`config.mk`:
```
export PLATFORM = sky130hd
export DESIGN_NAME = y86_instr_encoder
export DESIGN_NICKNAME = d
export VERILOG_FILES = /design/src/rtl/y86_pkg.sv /design/src/rtl/y86_instr_len.sv /design/src/rtl/y86_instr_encoder.sv
export SDC_FILE = /design/constraint.sdc
export NUM_CORES = 1
export LEC_CHECK = 0
export ABC_CLOCK_PERIOD_IN_PS = 7200
export CORE_ASPECT_RATIO = 0.75
export CORE_MARGIN = 4
export CORE_UTILIZATION = 40
export DETAILED_ROUTE_END_ITERATION = 16
export GPL_TIMING_DRIVEN = 0
export PLACE_DENSITY = 0.7
export SLEW_MARGIN = 20
export SYNTH_ARGS = -nofsm -noshare
export SYNTH_HDL_FRONTEND = slang
export SYNTH_SLANG_ARGS = --single-unit
```
`constraint.sdc`:
```
create_clock -name clk -period 7.2 [get_ports clk]
set_input_delay 0.72 -clock clk [delete_from_list [all_inputs] [get_ports clk]]
set_output_delay 0.72 -clock clk [all_outputs]
set_load 0.01 [all_outputs]
```
`src/rtl/y86_pkg.sv`:
```
// Shared Y86-64 definitions: icode constants, encoder state, instruction payload, byte helper.
// Y86_ENC_HALT_LOCK_EN adds the HALTED encoder state.
package y86_pkg;

    localparam logic [3:0] I_HALT   = 4'h0;
    localparam logic [3:0] I_NOP    = 4'h1;
    localparam logic [3:0] I_CMOVXX = 4'h2;
    localparam logic [3:0] I_IRMOVQ = 4'h3;
    localparam logic [3:0] I_RMMOVQ = 4'h4;
    localparam logic [3:0] I_MRMOVQ = 4'h5;
    localparam logic [3:0] I_OPQ    = 4'h6;
    localparam logic [3:0] I_JXX    = 4'h7;
    localparam logic [3:0] I_CALL   = 4'h8;
    localparam logic [3:0] I_RET    = 4'h9;
    localparam logic [3:0] I_PUSHQ  = 4'hA;
    localparam logic [3:0] I_POPQ   = 4'hB;

    localparam logic [3:0] RNONE = 4'hF;

    typedef enum logic [1:0] {
        S_IDLE,
        S_EMIT
`ifdef Y86_ENC_HALT_LOCK_EN
        , S_HALTED
`endif
    } enc_state_t;

    typedef struct packed {
        logic [3:0]  icode;
        logic [3:0]  ifun;
        logic [3:0]  ra;
        logic [3:0]  rb;
        logic [63:0] valc;
    } instr_t;

    // Byte idx of the encoding; valC starts after the register byte when present.
    function automatic logic [7:0] enc_byte(input instr_t i, input logic has_reg,
                                            input logic has_valc, input logic [3:0] idx);
        logic [2:0] k;
        k = has_reg ? 3'(idx - 4'd2) : 3'(idx - 4'd1);
        if (idx == 4'd0)
            return {i.icode, i.ifun};
        else if (has_reg && idx == 4'd1)
            return {i.ra, i.rb};
        else if (has_valc)
            return i.valc[{k, 3'b000} +: 8];
        else
            return 8'h00;
    endfunction

endpackage

```
`src/rtl/y86_instr_len.sv`:
```
// Instruction length/shape decode from icode; shared with Fetch for valP.
module y86_instr_len
    import y86_pkg::*;
(
    input  logic [3:0] icode,
    output logic [3:0] len,
    output logic       valid,
    output logic       has_reg,
    output logic       has_valc
);

    always_comb begin
        len      = 4'd0;
        valid    = 1'b1;
        has_reg  = 1'b0;
        has_valc = 1'b0;
        case (icode)
            I_HALT, I_NOP, I_RET: len = 4'd1;
            I_CMOVXX, I_OPQ, I_PUSHQ, I_POPQ: begin
                len     = 4'd2;
                has_reg = 1'b1;
            end
            I_IRMOVQ, I_RMMOVQ, I_MRMOVQ: begin
                len      = 4'd10;
                has_reg  = 1'b1;
                has_valc = 1'b1;
            end
            I_JXX, I_CALL: begin
                len      = 4'd9;
                has_valc = 1'b1;
            end
            default: valid = 1'b0;
        endcase
    end

endmodule

```
`src/rtl/y86_instr_encoder.sv`:
```
// Serializes one decoded Y86-64 instruction per handshake into byte writes.
// Y86_ENC_HALT_LOCK_EN: after halt, stall in HALTED until load_addr.
module y86_instr_encoder
    import y86_pkg::*;
#(
    parameter int unsigned ADDR_W = 64
) (
    input  logic              clk,
    input  logic              rst,
    input  logic              load_addr,
    input  logic [ADDR_W-1:0] start_addr,
    input  logic              in_valid,
    output logic              in_ready,
    input  logic [3:0]        icode,
    input  logic [3:0]        ifun,
    input  logic [3:0]        rA,
    input  logic [3:0]        rB,
    input  logic [63:0]       valC,
    output logic              mem_we,
    output logic [ADDR_W-1:0] mem_addr,
    output logic [7:0]        mem_wdata,
    output logic [ADDR_W-1:0] next_addr,
    output logic              done,
    output logic              err
);

    enc_state_t        state, state_d;
    instr_t            instr_q, instr_d, instr_in;
    logic [3:0]        idx_q, idx_d;
    logic [3:0]        len_q, len_d;
    logic              has_reg_q, has_reg_d;
    logic              has_valc_q, has_valc_d;
    logic [ADDR_W-1:0] next_addr_d, mem_addr_d, base;
    logic              mem_we_d, done_d, err_d;
    logic [7:0]        mem_wdata_d;

    logic [3:0] in_len;
    logic       in_valid_icode, in_has_reg, in_has_valc;

    y86_instr_len u_len (
        .icode    (icode),
        .len      (in_len),
        .valid    (in_valid_icode),
        .has_reg  (in_has_reg),
        .has_valc (in_has_valc)
    );

    assign in_ready = !rst && (state == S_IDLE);

    // Forced register nibbles applied at latch time.
    always_comb begin
        instr_in.icode = icode;
        instr_in.ifun  = ifun;
        instr_in.ra    = (icode == I_IRMOVQ) ? RNONE : rA;
        instr_in.rb    = (icode == I_PUSHQ || icode == I_POPQ) ? RNONE : rB;
        instr_in.valc  = valC;
    end

    always_comb begin
        state_d     = state;
        instr_d     = instr_q;
        idx_d       = idx_q;
        len_d       = len_q;
        has_reg_d   = has_reg_q;
        has_valc_d  = has_valc_q;
        next_addr_d = next_addr;
        mem_addr_d  = mem_addr;
        mem_wdata_d = mem_wdata;
        mem_we_d    = 1'b0;
        done_d      = 1'b0;
        err_d       = 1'b0;
        base        = load_addr ? start_addr : next_addr;
        case (state)
            S_IDLE: begin
                next_addr_d = base;
                if (in_valid) begin
                    if (!in_valid_icode) begin
                        err_d = 1'b1;
                    end else begin
                        instr_d     = instr_in;
                        idx_d       = 4'd0;
                        len_d       = in_len;
                        has_reg_d   = in_has_reg;
                        has_valc_d  = in_has_valc;
                        mem_we_d    = 1'b1;
                        mem_addr_d  = base;
                        mem_wdata_d = {icode, ifun};
                        done_d      = (in_len == 4'd1);
                        state_d     = S_EMIT;
                    end
                end
            end
            S_EMIT: begin
                next_addr_d = next_addr + ADDR_W'(1);
                if (4'(idx_q + 4'd1) == len_q) begin
`ifdef Y86_ENC_HALT_LOCK_EN
                    state_d = (instr_q.icode == I_HALT) ? S_HALTED : S_IDLE;
`else
                    state_d = S_IDLE;
`endif
                end else begin
                    idx_d       = 4'(idx_q + 4'd1);
                    mem_we_d    = 1'b1;
                    mem_addr_d  = next_addr + ADDR_W'(1);
                    mem_wdata_d = enc_byte(instr_q, has_reg_q, has_valc_q, 4'(idx_q + 4'd1));
                    done_d      = (4'(idx_q + 4'd2) == len_q);
                end
            end
`ifdef Y86_ENC_HALT_LOCK_EN
            S_HALTED: begin
                if (load_addr) begin
                    next_addr_d = start_addr;
                    state_d     = S_IDLE;
                end
            end
`endif
            default: state_d = S_IDLE;
        endcase
    end

    always_ff @(posedge clk or posedge rst) begin
        if (rst) begin
            state      <= S_IDLE;
            instr_q    <= '0;
            idx_q      <= 4'd0;
            len_q      <= 4'd0;
            has_reg_q  <= 1'b0;
            has_valc_q <= 1'b0;
            next_addr  <= '0;
            mem_we     <= 1'b0;
            mem_addr   <= '0;
            mem_wdata  <= 8'h00;
            done       <= 1'b0;
            err        <= 1'b0;
        end else begin
            state      <= state_d;
            instr_q    <= instr_d;
            idx_q      <= idx_d;
            len_q      <= len_d;
            has_reg_q  <= has_reg_d;
            has_valc_q <= has_valc_d;
            next_addr  <= next_addr_d;
            mem_we     <= mem_we_d;
            mem_addr   <= mem_addr_d;
            mem_wdata  <= mem_wdata_d;
            done       <= done_d;
            err        <= err_d;
        end
    end

endmodule

```
[After elaboration in Yosys (flattened, before gate mapping)]
Index checks and enable logic that the tools add are counted.
Word-level totals
  input bits: 148
  flip-flop bits (word level): 231
Operators by class
  reductions and logical operators: 18
  equal/unequal tests: 20
  multiplexer cells: 39
  $add $sub $neg: 5
  shift operators: 1
Operator list (count)
  64-bit two-way mux: 4
  64-bit one-hot mux with 2 select lines: 2
  64-bit by 1-bit adder with 64-bit output (second input constant): 1
  64-bit by 7-bit variable part select with 8-bit output: 1
  8-bit two-way mux: 6
  4-bit two-way mux: 5
  4-bit by 3-bit equality test with 1-bit output (second input constant): 4
  4-bit equality test (second input constant): 4
  4-bit one-hot mux with 4 select lines: 1
  8-bit one-hot mux with 2 select lines: 1
  4-bit by 1-bit equality test with 1-bit output (second input constant): 3
  1-bit two-way mux: 12
  12-bit OR reduction: 1
  4-bit by 2-bit equality test with 1-bit output (second input constant): 2
  4-bit equality test: 2
  4-bit zero test: 2
  2-bit != test (second input constant): 4
  4-bit one-hot mux with 2 select lines: 1
  7-bit OR reduction: 1
  2-bit two-way mux: 3
  3-bit AND reduction: 2
  3-bit OR reduction: 2
  5-bit OR reduction: 1
  4-bit by 1-bit adder with 4-bit output (second input constant): 1
  15 further kinds: 17

[Longest topological paths before layout]
Gate-level depths: netlist of run 1.
  depth after elaboration: 9
  mapped depth: 10
  mapped depth without buffers: 8

[Hierarchy]
Synthesis of run 1 repeated with hierarchy kept, for this count alone.
Second synthesis, totals
  cell total of the unflattened synthesis: 1203
  area, all modules: 11686.2 sq um
By module, submodules not included
  y86_instr_encoder: cells an instance 1191, instances 1, area an instance 11599.9 sq um, seq. area each 5755.5 sq um
  y86_instr_len: cells an instance 12, instances 1, area an instance 86.3 sq um, seq. area each 0.0 sq um

[Worst setup path after synthesis of run 1]
OpenSTA, ideal clock, no wires.
  path type: register -> register
  from: reg idx_q[0]
  to: reg mem_wdata[1]
  period minus slack after synthesis: 2.635 ns
  cell stages (with the launch flop): 9
  required time: 7.070 ns
  setup slack: 4.565 ns
  data arrival time: 2.505 ns
  path through: dfrtp_1 -> buf_2 -> inv_1 -> ha_1 -> xnor2_2 -> clkbuf_1 -> mux4_2 -> a21oi_1 -> o21ai_0
Between the ends
  cells in the longest elaborated chain, start to end: 9
RTL lines
  start: declaration: RTL line y86_instr_encoder.sv:29  | logic [3:0] idx_q, idx_d;
  start signal: assignment: RTL line y86_instr_encoder.sv:138  | idx_q <= idx_d;
  4-bit by 1-bit adder with 4-bit output (*): RTL line y86_instr_encoder.sv:95, y86_instr_encoder.sv:105
  3-bit by 1-bit subtractor with 3-bit output / 3-bit by 2-bit subtractor with 3-bit output (equally long branches): RTL line y86_pkg.sv:40  | k = has_reg ? 3'(idx - 4'd2) : 3'(idx - 4'd1);
  3-bit two-way mux: RTL line y86_pkg.sv:40
  64-bit by 7-bit variable part select with 8-bit output: RTL line y86_pkg.sv:46  | return i.valc[{k, 3'b000} +: 8];
  8-bit two-way mux: RTL line y86_pkg.sv:45  | else if (has_valc)
  8-bit two-way mux: RTL line y86_pkg.sv:43  | else if (has_reg && idx == 4'd1)
  8-bit two-way mux: RTL line y86_pkg.sv:41  | if (idx == 4'd0)
  8-bit two-way mux: RTL line y86_instr_encoder.sv:95  | if (4'(idx_q + 4'd1) == len_q) begin
  8-bit one-hot mux with 2 select lines: RTL line y86_instr_encoder.sv:73  | case (state)
  end signal: assignment: RTL line y86_instr_encoder.sv:145  | mem_wdata <= mem_wdata_d;
  end: declaration: RTL line y86_instr_encoder.sv:21  | output logic [7:0] mem_wdata,
Mark *: on every way between the ends. The rest lies on a longest branch, timed or not. The select of a mux whose other input is x is not followed.
A chain may end at the register's enable or synchronous reset.

[Worst setup path in the final report of run 1]
  from: reg state[0]
  to: out in_ready
Between the ends
  cells in the longest elaborated chain, start to end: 2
RTL lines
  start: declaration: RTL line y86_instr_encoder.sv:27  | enc_state_t state, state_d;
  start signal: assignment: RTL line y86_instr_encoder.sv:136  | state <= state_d;
  2-bit zero test: RTL line y86_instr_encoder.sv:48  | assign in_ready = !rst && (state == S_IDLE);
  1-bit logical AND: RTL line y86_instr_encoder.sv:48
  end: declaration: RTL line y86_instr_encoder.sv:13  | output logic in_ready,
No other way between the ends.

==> results of run 1 <==
metal layers:
metal | share of wire, % | GRT usage, %
met5 | 0 | 0
met4 | 3.2 | 7.30
met3 | 10 | 6.88
met2 | 42 | 37.0
met1 | 44 | 37.8
worst paths after layout:
check | startpoint | end
max | state[0]$_DFFE_PP0P_ | in_ready
min reg2reg | instr_q[57]$_DFFE_PP0P_ | instr_q[57]$_DFFE_PP0P_
max reg2reg | idx_q[0]$_DFFE_PP0P_ | mem_wdata[2]$_DFFE_PP0P_
max in group asynchronous | rst | instr_q[33]$_DFFE_PP0P_
min | instr_q[57]$_DFFE_PP0P_ | instr_q[57]$_DFFE_PP0P_
min in group asynchronous | rst | mem_addr[58]$_DFFE_PP0P_
kinds of logic after synthesis:
kind of cell / after synthesis / share of synthesized area (%)
buf+inv: 95 / 3.20
fa+ha+maj: 4 / 0.429
xor+xnor: 63 / 4.80
flops: 229 / 49.2
mux: 70 / 8.17
compound gates: 216 / 12.6
simple gates: 519 / 21.7
per-stage QoR:
step | instances | worst slack [ps]
after floorplan | 1196 | 204
after global placement | 1865 | -2870
after detailed placement | 1867 | 3330
after CTS | 1912 | 2750
after global routing | 1914 | 2650
final | 1915 | 2730
layout make-up:
type	instances	area share, %
multi-input cells	872	35.0
diodes	2	0.0315
repair buffers	287	18.3
well taps	385	3.03
flip-flops and latches	229	36.1
plain buffers	84	2.09
clock buffers	36	4.58
inverters	11	0.307
clock inverters	9	0.552
sequential cells by signal, summed over array words and instances, names as in the netlist:
signal	flops
len_q	3
has_reg_q	1
idx_q	4
has_valc_q	1
state	1
done	1
err	1
next_addr	64
instr_q	80
mem_we	1
mem_addr	64
mem_wdata	8
cell usage after synthesis (4+ instances only):
library cell / instances / area share [%]
a211oi_1: 51 / 3.3
a21o_1: 4 / 0.26
a21oi_1: 65 / 2.8
a221oi_1: 20 / 1.5
a22oi_1: 8 / 0.52
and2_1: 6 / 0.32
and3_1: 18 / 0.97
and4_1: 16 / 1.2
buf_1: 11 / 0.35
buf_2: 7 / 0.30
clkbuf_1: 64 / 2.1
dfrtp_1: 229 / 49
ha_1: 4 / 0.43
inv_1: 10 / 0.32
mux2_2: 41 / 4.0
mux2i_1: 13 / 1.1
mux4_2: 16 / 3.1
nand2_1: 262 / 8.4
nand3_1: 30 / 1.3
nand4_1: 23 / 1.2
nor2_1: 61 / 2.0
nor2b_1: 46 / 2.5
nor3_1: 18 / 0.77
nor3_2: 4 / 0.34
nor4_1: 8 / 0.43
o21ai_0: 20 / 0.86
o21ai_1: 5 / 0.21
o22a_1: 8 / 0.60
o2bb2ai_1: 6 / 0.45
o31ai_1: 10 / 0.64
or3_1: 4 / 0.21
xnor2_1: 35 / 2.6
xor2_1: 27 / 2.0
power groups by stage:
| stage | Clock [mW] | Sequential [mW] | Combinational [mW] |
|---|---|---|---|
| 6_report | 1.29 | 2.53 | 4.10 |
| 5_1_grt | 1.35 | 2.61 | 4.43 |
| 3_3_place_gp | 0 | 2.50 | 4.00 |
| 2_1_floorplan | 0 | 2.54 | 2.19 |
| 3_5_place_dp | 0 | 2.53 | 4.06 |
| 4_1_cts | 1.30 | 2.51 | 4.08 |
worst reg2reg max path, stage by stage, from the launching register on:
cell,delay (ps)
dfrtp_1,350
buf_2,200
inv_1,60
ha_1,390
xnor2_2,670
clkbuf_1,690
mux4_2,640
a21oi_1,180
o21ai_0,100
==> results.yml, run 1 <==
layout:
  multiInputGateArea_um2: 5560
  final_cell_mix: "clkdlybuf4s50_1 (284), nand2_1 (262), dfrtp_1 (229)"
  area_delta_synth_final_pct: 36.2
  fill_cells: 2583
  seq_area_um2: 5730
  fin_util_pct: 55.9
  final_nets: 1662
  final_common_cell: "clkdlybuf4s50_1"
  drive_gt1_share_pct: 8.38
  stdcell_area_um2: 15900
clock_network:
  cts_tree: "yes"
  cts_root_buffer: "clkbuf_16"
  ctsHtreeMaxLevel: 1
  clk_pin_slew_ps: 70
  hold_buffers: 0
  cts_buffers: 25
  clockBufferDepth: 3
  cts_setup_buffers: 0
  clkSinkCount: 229
  ctsResizeCount: 0
  clk_latency_ps: 540
power_and_ir_drop:
  p_per_area_nw_per_um2: 498
  p_comb_share_pct: 51.8
  ir_worst_vdd_v: 0.000238
  p_seq_share_pct: 31.9
  p_leak_nw: 6.49
  p_switching_mw: 3.31
  internal_power_mw: 4.60
  power_frac_clock_pct: 16.2
  power_mw: 7.91
  swShare_pct: 41.9
synth:
  yosysUniqueCellTypes: 62
  synth_seq_cells: 229
  syn_inst: 1196
  netlist_area_um2: 11700
  synth-async-reset-ratio_pct: 100
  syn_nets: 1348
  synthFlopType: "dfrtp_1"
  yosysWarnings: 0
  synth_edf_count: 0
  synth.avg_cell_area_um2: 9.75
  synth-seq-area-share_pct: 49.2
placed_design:
  port_buffers: 284
  postPlaceCellArea_um2: 15000
  place_congestion: 0.971
  dp_hpwl_um: 32000
job:
  drv_cap: 0
timing:
  finalHoldViolCount: 0
  slew_viol_final: 0
  fin_crit_ps: 4470
  worst_slew_pin_slew_ps: 971
  period_share_pct: 62.0
  fin_setup_tns_ps: 0
  fin_skew_ps: 18.1
  fin_hold_ws_ps: 473
  finalSetupViolCount: 0
  max_freq_mhz: 224
  relSlewSlack_pct: 34.8
  rsz0062_at_grt: "no"
critical_path:
  end_kind: "primary output"
  r2r_slack_ps: 3760
  worstPathCellList: "clkbuf_1 -> clkbuf_1 -> clkbuf_1 -> buf_1 -> nor2_1 -> clkdlybuf4s50_1"
  crit_arrival_ps: 3750
  critPathSlowestCell: "clkbuf_1"
  worstSetupPathType: "reg2out"
  cp_max_fo: 10
  reg2reg_depth: 8
  worstPathBufferInverterCount: 5
  cp_top_family: "buffers and inverters"
  path_depth: 6
  required_ps: 6480
  critPathMaxStageDelay_ps: 680
  start_kind: "flip-flop"
  crit_top_cell: "clkbuf_1"
global_route:
  grt_usage_pct: 25.5
  grt_max_degree: 79
  grt.overflow.total: 0
  antenna_found_initial: 1
  grt_pass1_vias: 10687
  grt_pass1_wl_um: 63800
routing:
  drt-total-wl_um: 42300
  ant_nets: 0
  drcViolationCount: 0
  first_pass_iters: 5
  wl_per_cell_um: 22.1
  via_count: 10855
  drt_first_iter_violations: 990
  avgViaCountPerCell: 5.67
floorplan:
  core.rowCount: 53
  ios: 288
  die_h_um: 156
  initial_utilization_pct: 41.1
  dieArea_um2: 32000
  coreArea_um2: 28400
  die_w_um: 205
hold_path:
  hold_path_class: "reg2reg"
  hold-path-cell-count: 2
status:
  outcome: "finished, final reports clean"
Note: power is estimated with default switching activity, not from simulation.
==> run 2: changes to the inputs <==
--- a/config.mk
+++ b/config.mk
@@ -5,13 +5,13 @@
 export SDC_FILE = /design/constraint.sdc
 export NUM_CORES = 1
 export LEC_CHECK = 0
-export ABC_CLOCK_PERIOD_IN_PS = 7200
+export ABC_CLOCK_PERIOD_IN_PS = 4200
 export CORE_ASPECT_RATIO = 0.75
 export CORE_MARGIN = 4
 export CORE_UTILIZATION = 40
 export DETAILED_ROUTE_END_ITERATION = 16
 export GPL_TIMING_DRIVEN = 0
-export PLACE_DENSITY = 0.7
+export PLACE_DENSITY = 0.67
 export SLEW_MARGIN = 20
 export SYNTH_ARGS = -nofsm -noshare
 export SYNTH_HDL_FRONTEND = slang
==> constraint.sdc (replaced) <==
create_clock -name clk -period 4.2 [get_ports clk]
set_input_delay 0.42 -clock clk [delete_from_list [all_inputs] [get_ports clk]]
set_output_delay 0.42 -clock clk [all_outputs]
set_load 0.01 [all_outputs]
==> run 2 against run 1 <==
Non-clock buffer count increased by 5. Wire length increased by 1.7%. Clock skew increased by 0.53 ps. Combinational power increased by 72%. Cell area increased by 0.53%. Flip-flop and latch count unchanged. Register-to-register slack got worse by 2900 ps. Global-route usage increased by 0.56 points. Total power increased by 72%.
==> results.yml, run 2 (same netlist as run 1, synthesis figures left out) <==
placed_design:
  place_inst: 1872
  dp_hpwl_um: 32600
  place_congestion: 0.977
  postPlaceCellArea_um2: 15100
  dpl_worst_slack_ps: 613
  port_buffers: 284
power_and_ir_drop:
  p_per_area_nw_per_um2: 852
  ir_worst_vdd_v: 0.000416
  p_leak_nw: 6.52
  power_mw: 13.6
clock_network:
  clkSinkCount: 229
  clk_latency_ps: 540
  ctsHtreeMaxLevel: 1
  cts_root_buffer: "clkbuf_16"
  clockBufferDepth: 3
  cts_tree: "yes"
  cts_setup_buffers: 0
  cts_buffers: 25
  clk_pin_slew_ps: 60
critical_path:
  critPathSlowestCell: "clkbuf_1"
  crit_path_start: "state[0]$_DFFE_PP0P_"
  start_kind: "flip-flop"
  required_ps: 3780
  regToRegStartpoint: "idx_q[0]$_DFFE_PP0P_"
  worstPathCellList: "clkbuf_1 -> clkbuf_1 -> clkbuf_2 -> buf_1 -> nor2_1 -> clkdlybuf4s50_1"
  critPathMaxStageDelay_ps: 640
  end_kind: "primary output"
  r2r_slack_ps: 870
  worstSetupPathType: "reg2out"
  reg2reg_depth: 8
  cp_max_fo: 10
  crit_top_cell: "clkbuf_1"
  crit_arrival_ps: 3590
layout:
  largest_reg_flops: 80
  area_delta_synth_final_pct: 36.9
  fin_util_pct: 56.2
  drive_gt1_share_pct: 8.81
  final_nets: 1667
  reg.largest.list: "instr_q: 80 flops, mem_addr: 64 flops, next_addr: 64 flops"
  stdcell_area_um2: 16000
  fill_cells: 2570
  final_cell_mix: "clkdlybuf4s50_1 (284), nand2_1 (262), dfrtp_1 (229)"
  fin_cells: 1920
  final_common_cell: "clkdlybuf4s50_1"
  top_register: "instr_q"
timing:
  rsz0062_at_grt: "no"
  fin_hold_ws_ps: 288
  worst_slew_pin_slew_ps: 932
  fin_setup_tns_ps: 0
  fin_skew_ps: 18.6
  period_share_pct: 95.4
  finalSetupViolCount: 0
  slew_viol_final: 0
  fin_ws_ps: 195
  fin_crit_ps: 4010
  max_freq_mhz: 250
  relSlewSlack_pct: 37.0
  finalHoldViolCount: 0
routing:
  avgViaCountPerCell: 5.64
  drcViolationCount: 0
  first_pass_iters: 6
  drt-total-wl_um: 43000
  ant_nets: 0
  wl_per_cell_um: 22.4
  via_count: 10824
  drt_first_iter_violations: 934
global_route:
  grt_pass1_vias: 10565
  grt_pass1_wl_um: 64600
  grt_usage_pct: 26.1
  grt_max_degree: 35
  grt.overflow.total: 0
  antenna_found_initial: 2
floorplan:
  die_w_um: 205
  ios: 288
  coreArea_um2: 28400
  dieArea_um2: 32000
  initial_utilization_pct: 41.1
  die_h_um: 156
  core.rowCount: 53
hold_path:
  hp-start: "icode[2]"
  hold-path-cell-count: 3
  hold_path_class: "in2reg"
job:
  drv_cap: 0
status:
  outcome: "finished, final reports clean"
## run 2: timing repair
| item | 4_1_cts | 5_1_grt |
|---|---|---|
| resized for setup | 0 | 2 |
| hold buffers | 0 | 0 |
| endpoints found under the setup margin | 0 | 1 |
## run 2: cell type report
cell class / count / area, um2 / area share, %
Inverter: 11 / 45.0 / 0.282
Multi-Input combinational cell: 872 / 5560 / 34.9
Buffer: 84 / 333 / 2.09
Clock buffer: 33 / 696 / 4.36
Sequential cell: 229 / 5730 / 35.9
Tap cell: 385 / 482 / 3.02
Timing Repair Buffer: 292 / 3000 / 18.8
Clock inverter: 12 / 113 / 0.705
Antenna cell: 2 / 5.00 / 0.0314
## run 2: critical path, delay by kind of cell, from the launching register on
| kind | cells | cell delay, ps |
|---|---|---|
| simple gates | 1 | 110 |
| flops | 1 | 390 |
| buf+inv | 5 | 2540 |
## run 2: worst paths after layout
path	end
setup / recovery	in_ready
hold / removal	err$_DFF_PP0_
setup reg to reg	mem_wdata[1]$_DFFE_PP0P_
hold reg to reg	instr_q[76]$_DFFE_PP0P_
max in group asynchronous	instr_q[35]$_DFFE_PP0P_
min in group asynchronous	next_addr[56]$_DFF_PP0_
## run 2: report_power, final
part / internal (mW) / switching (mW)
Sequential: 3.32 / 1.02
Clock: 1.24 / 0.958
Combinational: 3.30 / 3.75
## run 2: routing by layer
layer	vias up	GRT usage (%)	share of wire, %
met2	549	37.4	42
met4	0	7.36	3.0
met5	-	0	0
li1	4877	-	-
met3	75	6.19	9.9
met1	5323	39.5	45
